==> src/rtl/mem_arbiter_if.sv <==
// Bundle of requester, result and RAM command signals for mem_arbiter.
// The slave modport is the arbiter's view; master is the environment's view.
interface mem_arbiter_if;
  // fetch requester
  logic        f_req;
  logic [7:0]  f_addr;
  // data requester
  logic        d_req;
  logic [7:0]  d_addr;
  logic        d_rw;
  logic [1:0]  d_type;
  logic [31:0] d_wdata;
  // completion
  logic        f_done;
  logic        d_done;
  logic        f_err;
  logic        d_err;
  logic [31:0] rdata;
  logic        busy;
  // RAM side
  logic        mem_mfa;
  logic [7:0]  mem_addr;
  logic        mem_rw;
  logic [1:0]  mem_type;
  logic [31:0] mem_wdata;
  logic        mem_mfc;
  logic [31:0] mem_dout;

  modport slave (
    input  f_req, f_addr, d_req, d_addr, d_rw, d_type, d_wdata, mem_mfc, mem_dout,
    output f_done, d_done, f_err, d_err, rdata, busy,
    output mem_mfa, mem_addr, mem_rw, mem_type, mem_wdata
  );

  modport master (
    output f_req, f_addr, d_req, d_addr, d_rw, d_type, d_wdata, mem_mfc, mem_dout,
    input  f_done, d_done, f_err, d_err, rdata, busy,
    input  mem_mfa, mem_addr, mem_rw, mem_type, mem_wdata
  );
endinterface

==> src/rtl/mem_arbiter.sv <==
// Two-requester (fetch/data) round-robin arbiter in front of a single RAM port,
// with an mfa/mfc handshake, access timeout and per-requester done/err pulses.
module mem_arbiter #(
  parameter int unsigned TIMEOUT = 15
) (
  input logic          clk,
  input logic          reset,
  mem_arbiter_if.slave bus
);

  localparam logic [7:0] CntLast = 8'(TIMEOUT - 1);

  typedef enum logic [1:0] {StIdle, StAccess, StDone} state_e;

  state_e      state_q, state_d;
  logic        grant_q, grant_d;   // 1 = data requester owns the current access
  logic        last_q, last_d;     // 1 = data was granted last
  logic        err_q, err_d;
  logic [7:0]  cnt_q, cnt_d;
  logic [7:0]  addr_q, addr_d;
  logic        rw_q, rw_d;
  logic [1:0]  type_q, type_d;
  logic [31:0] wdata_q, wdata_d;
  logic [31:0] rdata_q, rdata_d;
  logic        pick_data;

  // Data wins when alone, or on a tie when fetch was served last.
  assign pick_data = bus.d_req & (~bus.f_req | ~last_q);

  always_comb begin
    state_d = state_q;
    grant_d = grant_q;
    last_d  = last_q;
    err_d   = err_q;
    cnt_d   = cnt_q;
    addr_d  = addr_q;
    rw_d    = rw_q;
    type_d  = type_q;
    wdata_d = wdata_q;
    rdata_d = rdata_q;
    unique case (state_q)
      StIdle: begin
        if (bus.f_req || bus.d_req) begin
          grant_d = pick_data;
          last_d  = pick_data;
          err_d   = 1'b0;
          cnt_d   = 8'd0;
          state_d = StAccess;
          if (pick_data) begin
            addr_d  = bus.d_addr;
            rw_d    = bus.d_rw;
            type_d  = bus.d_type;
            wdata_d = bus.d_wdata;
          end else begin
            addr_d  = bus.f_addr;
            rw_d    = 1'b1;
            type_d  = 2'b10;
            wdata_d = 32'd0;
          end
        end
      end
      StAccess: begin
        // mfc takes priority over a timeout landing in the same cycle
        if (bus.mem_mfc) begin
          if (rw_q) begin
            rdata_d = bus.mem_dout;
          end
          err_d   = 1'b0;
          state_d = StDone;
        end else begin
          cnt_d = cnt_q + 8'd1;
          if (cnt_q == CntLast) begin
            err_d   = 1'b1;
            state_d = StDone;
          end
        end
      end
      StDone: begin
        state_d = StIdle;
      end
      default: begin
        state_d = StIdle;
      end
    endcase
  end

  always_ff @(posedge clk or posedge reset) begin
    if (reset) begin
      state_q <= StIdle;
      grant_q <= 1'b0;
      last_q  <= 1'b1;
      err_q   <= 1'b0;
      cnt_q   <= 8'd0;
      addr_q  <= 8'd0;
      rw_q    <= 1'b1;
      type_q  <= 2'b00;
      wdata_q <= 32'd0;
      rdata_q <= 32'd0;
    end else begin
      state_q <= state_d;
      grant_q <= grant_d;
      last_q  <= last_d;
      err_q   <= err_d;
      cnt_q   <= cnt_d;
      addr_q  <= addr_d;
      rw_q    <= rw_d;
      type_q  <= type_d;
      wdata_q <= wdata_d;
      rdata_q <= rdata_d;
    end
  end

  // Strobes decode straight from the state register so reset clears them at once.
  assign bus.mem_mfa   = (state_q == StAccess);
  assign bus.busy      = (state_q != StIdle);
  assign bus.f_done    = (state_q == StDone) & ~grant_q & ~err_q;
  assign bus.d_done    = (state_q == StDone) &  grant_q & ~err_q;
  assign bus.f_err     = (state_q == StDone) & ~grant_q &  err_q;
  assign bus.d_err     = (state_q == StDone) &  grant_q &  err_q;
  assign bus.rdata     = rdata_q;
  assign bus.mem_addr  = addr_q;
  assign bus.mem_rw    = rw_q;
  assign bus.mem_type  = type_q;
  assign bus.mem_wdata = wdata_q;

endmodule

==> src/flat_wrapper.sv <==
// flat-port wrapper written by rule: the top's interface ports become plain ports
module mem_arbiter_flat 
#(
  parameter int unsigned TIMEOUT = 15
)
  (clk, reset, bus_f_req, bus_f_addr, bus_d_req, bus_d_addr, bus_d_rw, bus_d_type, bus_d_wdata, bus_mem_mfc, bus_mem_dout, bus_f_done, bus_d_done, bus_f_err, bus_d_err, bus_rdata, bus_busy, bus_mem_mfa, bus_mem_addr, bus_mem_rw, bus_mem_type, bus_mem_wdata);
  mem_arbiter_if bus_i ();
  input logic clk;
  input logic reset;
  input wire logic [$bits(bus_i.f_req)-1:0] bus_f_req;
  input wire logic [$bits(bus_i.f_addr)-1:0] bus_f_addr;
  input wire logic [$bits(bus_i.d_req)-1:0] bus_d_req;
  input wire logic [$bits(bus_i.d_addr)-1:0] bus_d_addr;
  input wire logic [$bits(bus_i.d_rw)-1:0] bus_d_rw;
  input wire logic [$bits(bus_i.d_type)-1:0] bus_d_type;
  input wire logic [$bits(bus_i.d_wdata)-1:0] bus_d_wdata;
  input wire logic [$bits(bus_i.mem_mfc)-1:0] bus_mem_mfc;
  input wire logic [$bits(bus_i.mem_dout)-1:0] bus_mem_dout;
  output wire logic [$bits(bus_i.f_done)-1:0] bus_f_done;
  output wire logic [$bits(bus_i.d_done)-1:0] bus_d_done;
  output wire logic [$bits(bus_i.f_err)-1:0] bus_f_err;
  output wire logic [$bits(bus_i.d_err)-1:0] bus_d_err;
  output wire logic [$bits(bus_i.rdata)-1:0] bus_rdata;
  output wire logic [$bits(bus_i.busy)-1:0] bus_busy;
  output wire logic [$bits(bus_i.mem_mfa)-1:0] bus_mem_mfa;
  output wire logic [$bits(bus_i.mem_addr)-1:0] bus_mem_addr;
  output wire logic [$bits(bus_i.mem_rw)-1:0] bus_mem_rw;
  output wire logic [$bits(bus_i.mem_type)-1:0] bus_mem_type;
  output wire logic [$bits(bus_i.mem_wdata)-1:0] bus_mem_wdata;
  assign bus_i.f_req = bus_f_req;
  assign bus_i.f_addr = bus_f_addr;
  assign bus_i.d_req = bus_d_req;
  assign bus_i.d_addr = bus_d_addr;
  assign bus_i.d_rw = bus_d_rw;
  assign bus_i.d_type = bus_d_type;
  assign bus_i.d_wdata = bus_d_wdata;
  assign bus_i.mem_mfc = bus_mem_mfc;
  assign bus_i.mem_dout = bus_mem_dout;
  assign bus_f_done = bus_i.f_done;
  assign bus_d_done = bus_i.d_done;
  assign bus_f_err = bus_i.f_err;
  assign bus_d_err = bus_i.d_err;
  assign bus_rdata = bus_i.rdata;
  assign bus_busy = bus_i.busy;
  assign bus_mem_mfa = bus_i.mem_mfa;
  assign bus_mem_addr = bus_i.mem_addr;
  assign bus_mem_rw = bus_i.mem_rw;
  assign bus_mem_type = bus_i.mem_type;
  assign bus_mem_wdata = bus_i.mem_wdata;
  mem_arbiter #(.TIMEOUT(TIMEOUT)) u_core (.clk(clk), .reset(reset), .bus(bus_i));
endmodule
==> config.mk <==
export PLATFORM = sky130hd
export DESIGN_NAME = mem_arbiter_flat
export DESIGN_NICKNAME = d
export VERILOG_FILES = /design/src/rtl/mem_arbiter_if.sv /design/src/rtl/mem_arbiter.sv /design/src/flat_wrapper.sv
export SDC_FILE = /design/constraint.sdc
export NUM_CORES = 1
export LEC_CHECK = 0
export CAP_MARGIN = 5
export CORE_ASPECT_RATIO = 0.75
export CORE_UTILIZATION = 44
export DETAILED_ROUTE_END_ITERATION = 10
export PLACE_DENSITY = 0.88
export RECOVER_POWER = 100
export SLEW_MARGIN = 20
export SYNTH_ARGS = -nofsm -noshare
export SYNTH_HDL_FRONTEND = slang
export SYNTH_SLANG_ARGS = --single-unit
==> constraint.sdc <==
create_clock -name clk -period 6.55 [get_ports clk]
set_input_delay 0.655 -clock clk [delete_from_list [all_inputs] [get_ports clk]]
set_output_delay 0.655 -clock clk [all_outputs]
set_load 0.1 [all_outputs]
==> summary.md, run 1 <==
| Metric | Value |
|---|---|
| Outcome | complete, but fails checks |
| Failing checks | capacitance limit, slew limit |
| Critical Path AT | 4.39 ns |
| CTS Buf Count | 9 |
| Syn Nets | 345 |
| YS warnings | 0 |
| Worst clock skew | around 0.0059 ns |
| Pin count of the biggest net entering global routing | between 80 and 90 |
| Area of the multi-input gates | between 0.001 and 0.0015 mm^2 |
| Worst EP required | 6.83 ns |
| Cell Chain, Critical Path | dlygate4sd3_1, a21boi_0, and2_0, a22o_2 |
| Post-Place Setup Slack | between 3 and 4 ns |
| Storage element area | ~0.0022 mm^2 |
| Total grt overflow | 0 |
| Die Y | 80.0 um |
| WS Path Type | in -> reg |
| TritonCTS clock tree | built |
| Min-Delay Path Depth | 2 |
| Drt pass-1 iters | 4 |
| Slowest CP cell | and2_0 |
| N_diodes | 0 |
| Die Area | 0.00849 mm^2 |
| IO Port Bufs | between 150 and 200 |
| Fin crit period | approximately 4 ns |
| Final WL | slightly below 9000 um |
| Worst path max stage delay | about 1.5 ns |
| H-tree Lvls | 3 |
| Detail Route Antenna Nets | 0 |
| Num rows | 28 |
| Gr usage total | 22.0% |
| Initial antenna violation count | 0 |
| Crit-path max FO | 33 |
| Setup TNS | 0 ns |
| Share of cells above drive strength 1 | between 10% and 20% |
| Tcrit/Tclk final | between 60% and 70% |
| Total of max-cap violations | 4 |
| Filler cells | ~590 |
| Die span in x | approximately 110 um |
| Hold path endpoint | u_core.last_q |
| Vias per inst | 5.18 |
| R2r endpoint | u_core.bus.mem_wdata[27] |
| Pins over their slew limit | 133 |
| Mapped Avg Cell Area | between 10 and 15 um^2 |
| Unrepaired setup endpoints after global routing | no |
| Vias in the first global route | 2807 |
| DP Area | 0.00529 mm^2 |
| Crit end category | flip-flop |
| Layout Area Growth over Synthesis | 52.7% |
| CTS root buffer | clkbuf_8 |
| Initial drt markers | between 80 and 90 |
| Synth Instances | around 260 |
| CTS hold repair buffers | 0 |
| Hold_sp | u_core.last_q |
| Critical Path Start | bus_f_req |
| Reg2Reg Setup Slack | a little over 3 ns |
| Worst r2r path cells | 3 |
| Reg-to-Reg Start | u_core.last_q |
| Mean routed wirelength per cell | around 17 um |
| Worst-path clk slew | about 0.080 ns |
| Postcts setup bufs | 0 |
| Final layout net count | a little over 500 |
| Via count | ~2800 |
| Total core area | roughly 0.0079 mm^2 |
| Hpwl dp | ~6400 um |
| Max frequency | between 200 and 250 MHz |
| Synthesized cell area | 0.00357 mm^2 |
| # clock sinks | 88 |
| Setup ws final | roughly 2.4 ns |
| GP Congestion | 0.811 |
| Startpoint types | input port |
| # setup viols final | 0 |
| Post-CTS Resized | 0 |
| Number of distinct library cells after synthesis | between 40 and 50 |
| Worst slew pin tran | ~2.3 ns |
| First-pass GRT wire length | ~14000 um |
| IO Pins | roughly 170 |
| CTS Buffer Depth | 2 |
| Sequential-to-total area share from yosys stat | a little over 60% |
| Final Hold Fails | 0 |
| Starting Density | 45.3% |
| Worst Hold Class | reg -> reg |
| Clk_lat worst skew | 0.35 ns |
| Residual DRC count | 0 |
| Normalized max-slew margin | -51.2% |
| Synthesis-stage register bit count | 88 |
| Final Util | just under 70% |
| Final Cell Area | approximately 0.0055 mm^2 |
## Yosys cell counts (all sizes together)
library cell,n,area [um^2]
dfrtp,86,2150
a22o,33,322
mux2,32,360
nand2,20,77.6
o21ai,12,63.8
nor2,9,36.3
buf,8,95.1
mux2i,8,80.1
clkbuf,5,28.8
nand3,5,37.5
inv,4,15.0
nand4,3,18.8
xor2,3,26.3
a21oi,2,10.0
and2,2,15.0
and3,2,12.5
dfstp,2,52.6
ha,2,25.0
nor3b,2,15.0
o22a,2,17.5
o31ai,2,15.0
or3,2,13.8
a21boi,1,11.3
a31oi,1,6.26
and2b,1,7.51
nand2b,1,13.8
nand4b,1,8.76
nor4,1,6.26
o211ai,1,7.51
o21a,1,15.0
or4,1,7.51
## critical path: cells and delay by family
kind            cells  cell delay, ns
compound gates      2            1.62
simple gates        1            1.49
buf+inv             1            0.61
## cells in the final DEF (no fill, tap or decap), types with 2 or more instances in the layout
master           instances
o31ai_1                  2
dfstp_2                  2
a21oi_1                  2
bufinv_16                2
nor3b_1                  2
nor2_1                   8
a22o_1                   7
clkbuf_8                 9
a22o_2                  26
nand4_1                  3
and3_1                   2
inv_1                    3
o22a_1                   2
clkbuf_1                 4
o21ai_0                 12
dfrtp_1                 86
nand3_1                  5
nand2_1                 20
ha_1                     2
xor2_1                   3
dlygate4sd3_1           84
clkdlybuf4s50_1         84
mux2_2                  31
mux2i_1                  8
## sequential cells by signal, summed over array words and instances (netlist names)
signal                cells
u_core.bus.mem_wdata     32
u_core.bus.rdata         32
u_core.bus.mem_addr       8
u_core.cnt_q              8
u_core.bus.mem_type       2
u_core.state_q            2
u_core.bus.mem_rw         1
u_core.err_q              1
u_core.grant_q            1
u_core.last_q             1
## per-stage QoR
step | cells | hold slack, ns
2_1_floorplan | 255 | 0.446
3_3_place_gp | 517 | 0.459
3_5_place_dp | 517 | 0.464
4_1_cts | 532 | 0.476
5_1_grt | 532 | 0.491
6_report | 532 | 0.470
## metal layers
| metal | up-vias | wire, um | track usage [%] |
|---|---|---|---|
| met5 | - | 0 | 0 |
| met2 | 104 | 4460 | 35.9 |
| met3 | 13 | 636 | 7.76 |
| met4 | 0 | 119 | 7.50 |
| met1 | 1380 | 3730 | 27.4 |
| li1 | 1261 | - | - |
## worst max-delay path by stage
stage                               end  cells after the start
2_1_floorplan                bus_f_done                      2
3_3_place_gp                 bus_f_done                      3
3_5_place_dp                 bus_f_done                      3
4_1_cts                      bus_f_done                      3
5_1_grt        u_core.bus.mem_wdata[27]                      4
6_report       u_core.bus.mem_wdata[27]                      4
## cells by family (layout without fill, tap and decap cells)
group	Yosys count	after routing	share of synthesized area, %
and+or+nand+nor	50	50	7.56
adders and majority gates	2	2	0.700
muxes	40	40	12.3
DFF	88	88	61.7
xor gates and xnor gates	3	3	0.735
buffers and inverters	17	189	3.89
AOI/OAI and AO/OA	55	55	13.1
## cell type report
| cell class | count | area share (%) |
|---|---|---|
| timing repair buffer | 170 | 31.1 |
| clock buffer | 12 | 2.48 |
| tap | 105 | 2.41 |
| clock inverter | 3 | 1.24 |
| inverter | 4 | 0.298 |
| sequential | 88 | 40.4 |
| multi-input combinational | 150 | 22.1 |
Power of run 1 is not shown: default switching activity piles up to over one toggle a cycle in this logic, so the estimate is an artifact.
==> run 2: changes to the inputs <==
--- a/config.mk
+++ b/config.mk
@@ -7,9 +7,9 @@
 export LEC_CHECK = 0
 export CAP_MARGIN = 5
 export CORE_ASPECT_RATIO = 0.75
-export CORE_UTILIZATION = 44
+export CORE_UTILIZATION = 41
 export DETAILED_ROUTE_END_ITERATION = 10
-export PLACE_DENSITY = 0.88
+export PLACE_DENSITY = 0.83
 export RECOVER_POWER = 100
 export SLEW_MARGIN = 20
 export SYNTH_ARGS = -nofsm -noshare
==> constraint.sdc (replaced) <==
create_clock -name clk -period 3.9 [get_ports clk]
set_input_delay 0.39 -clock clk [delete_from_list [all_inputs] [get_ports clk]]
set_output_delay 0.39 -clock clk [all_outputs]
set_load 0.1 [all_outputs]
==> summary.md, run 2 (synthesis results as in run 1) <==
| Metric | Value |
|---|---|
| Outcome | complete, but fails checks |
| Failing checks | capacitance limit, slew limit |
| Unrepaired setup endpoints after global routing | no |
| Residual DRC count | 0 (unchanged) |
| CTS root buffer | clkbuf_16 |
| Total grt overflow | 0 (unchanged) |
| Clk_lat worst skew | 0.34 ns (about the same) |
| Final WL | 8890 um (-0.65%) |
| # clock sinks | 88 (unchanged) |
| Worst clock skew | 0.00302 ns (-0.00285 ns) |
| Pins over their slew limit | 94 (-29%) |
| TritonCTS clock tree | built |
| # setup viols final | 0 (unchanged) |
| Commonest non-fill, non-tap cell in the layout | dfrtp_1 |
| Crit-path max FO | 33 (unchanged) |
| Vias per inst | 5.06 (-2.4%) |
| Starting Density | 42.3% (-3.1 points) |
| Postcts setup bufs | 0 (unchanged) |
| Via count | 2713 (-1.6%) |
| Crit end category | flip-flop |
| N_diodes | 0 (unchanged) |
| Filler cells | 626 (+7.0%) |
| Finished Layout Cells | 536 (+0.75%) |
| Setup TNS | 0 ns (unchanged) |
| Worst EP required | 4.17 ns (-2.66 ns) |
| Total of max-cap violations | 3 (-1) |
| Num rows | 29 (+3.6%) |
| CTS hold repair buffers | 0 (unchanged) |
| Pin count of the biggest net entering global routing | 50 (-44%) |
| Commonest non-fill, non-tap cells in the layout | dfrtp_1, clkdlybuf4s50_1, dlygate4sd3_1, mux2_2, a22o_2 |
| Startpoint types | input port |
| Fin crit period | between 3 and 4 ns |
| Critical Path AT | 3.41 ns (-0.98 ns) |
| Share of cells above drive strength 1 | 19.4% (+1.4 points) |
| IO Port Bufs | 168 (unchanged) |
| Tcrit/Tclk final | around four fifths |
| Mean routed wirelength per cell | 16.6 um (-1.4%) |
| Die Area | 0.00910 mm^2 (+7.2%) |
| Normalized max-slew margin | -45.4% (+5.8 points) |
| WS Path Type | in -> reg |
| Gr usage total | 20.5% (-1.6 points) |
| Layout Area Growth over Synthesis | 57.2% |
| Die Y | 82.9 um (+3.5%) |
| Final layout net count | 514 (+0.19%) |
| Initial drt markers | 170 (+93%) |
| Vias in the first global route | 2797 (-0.36%) |
| Worst slew pin tran | 2.17 ns (-0.0982 ns) |
| Worst Hold Class | reg -> reg |
| Max frequency | ~320 MHz |
| Worst-path clk slew | 0.06 ns (-0.02 ns) |
| Die span in x | 110 um (+3.5%) |
| CTS Buf Count | 9 (unchanged) |
| Hpwl dp | 6470 um (+1.3%) |
| Detail Route Antenna Nets | 0 (unchanged) |
| Total core area | 0.00845 mm^2 (+7.3%) |
| H-tree Lvls | 3 (unchanged) |
| CTS Buffer Depth | 2 (unchanged) |
| First-pass GRT wire length | 14000 um (-0.64%) |
| Final Hold Fails | 0 (unchanged) |
| Initial antenna violation count | 0 (unchanged) |
| Drt pass-1 iters | 4 (unchanged) |
| IO Pins | 169 (unchanged) |
| Area of the multi-input gates | 0.00122 mm^2 (+1.0%) |
| Post-CTS Resized | 0 (unchanged) |
| Dpl cells | 521 (+0.77%) |
| GP Congestion | 0.793 (-2.2%) |
| Storage element area | 0.00220 mm^2 (unchanged) |
run 2: changes by cell type in the layout (fill, tap and decap cells not counted), sizes merged:
cell | before | now
clkinvlp | 2 | 1
buf | 1 | 2
inv | 3 | 4
clkbuf | 13 | 11
clkinv | 0 | 1
bufinv | 2 | 3
run 2: critical path, stage by stage:
cell	delay, ns
dlygate4sd3_1	0.63
a21boi_0	1.34
and2_2	0.77
a22o_2	0.26
run 2: metal layers:
layer / track usage [%] / vias up / routed length, um
met5: 0 / - / 0
met4: 6.91 / 0 / 119
met3: 7.22 / 10 / 780
met2: 33.9 / 111 / 4290
met1: 24.6 / 1324 / 3700
li1: - / 1268 / -
run 2: area by class of cell:
class,instances,share of cell area [%]
Timing Repair Buffer,171,30.3
Inverter,4,0.290
Sequential cell,88,39.3
Clock inverter,5,1.85
Clock buffer,10,4.25
Tap cell,108,2.41
Multi-Input combinational cell,150,21.7
run 2: stage by stage:
stage               util, %  setup slack [ns]  hold slack, ns  cell area [um^2]
finish                 66.4             0.763           0.462              5620
global route           66.4             0.494           0.492              5620
CTS                    66.7              1.10           0.471              5640
detailed placement     62.7              1.47           0.460              5300
global placement       62.7              1.49           0.456              5300
floorplan                 -             0.630           0.446              3570
run 2: final timing paths:
check	slack (ns)	cells after the start	to	start
max	0.76	4	u_core.bus.mem_wdata[2]	bus_f_req
min reg2reg	0.46	2	u_core.last_q	u_core.last_q
min in group asynchronous	1.10	2	u_core.bus.rdata[18]	reset
max reg2reg	1.15	3	u_core.bus.mem_wdata[2]	u_core.last_q
max in group asynchronous	1.29	3	u_core.bus.rdata[22]	reset
min	0.46	2	u_core.last_q	u_core.last_q
Power of run 2 is left out for the same reason.
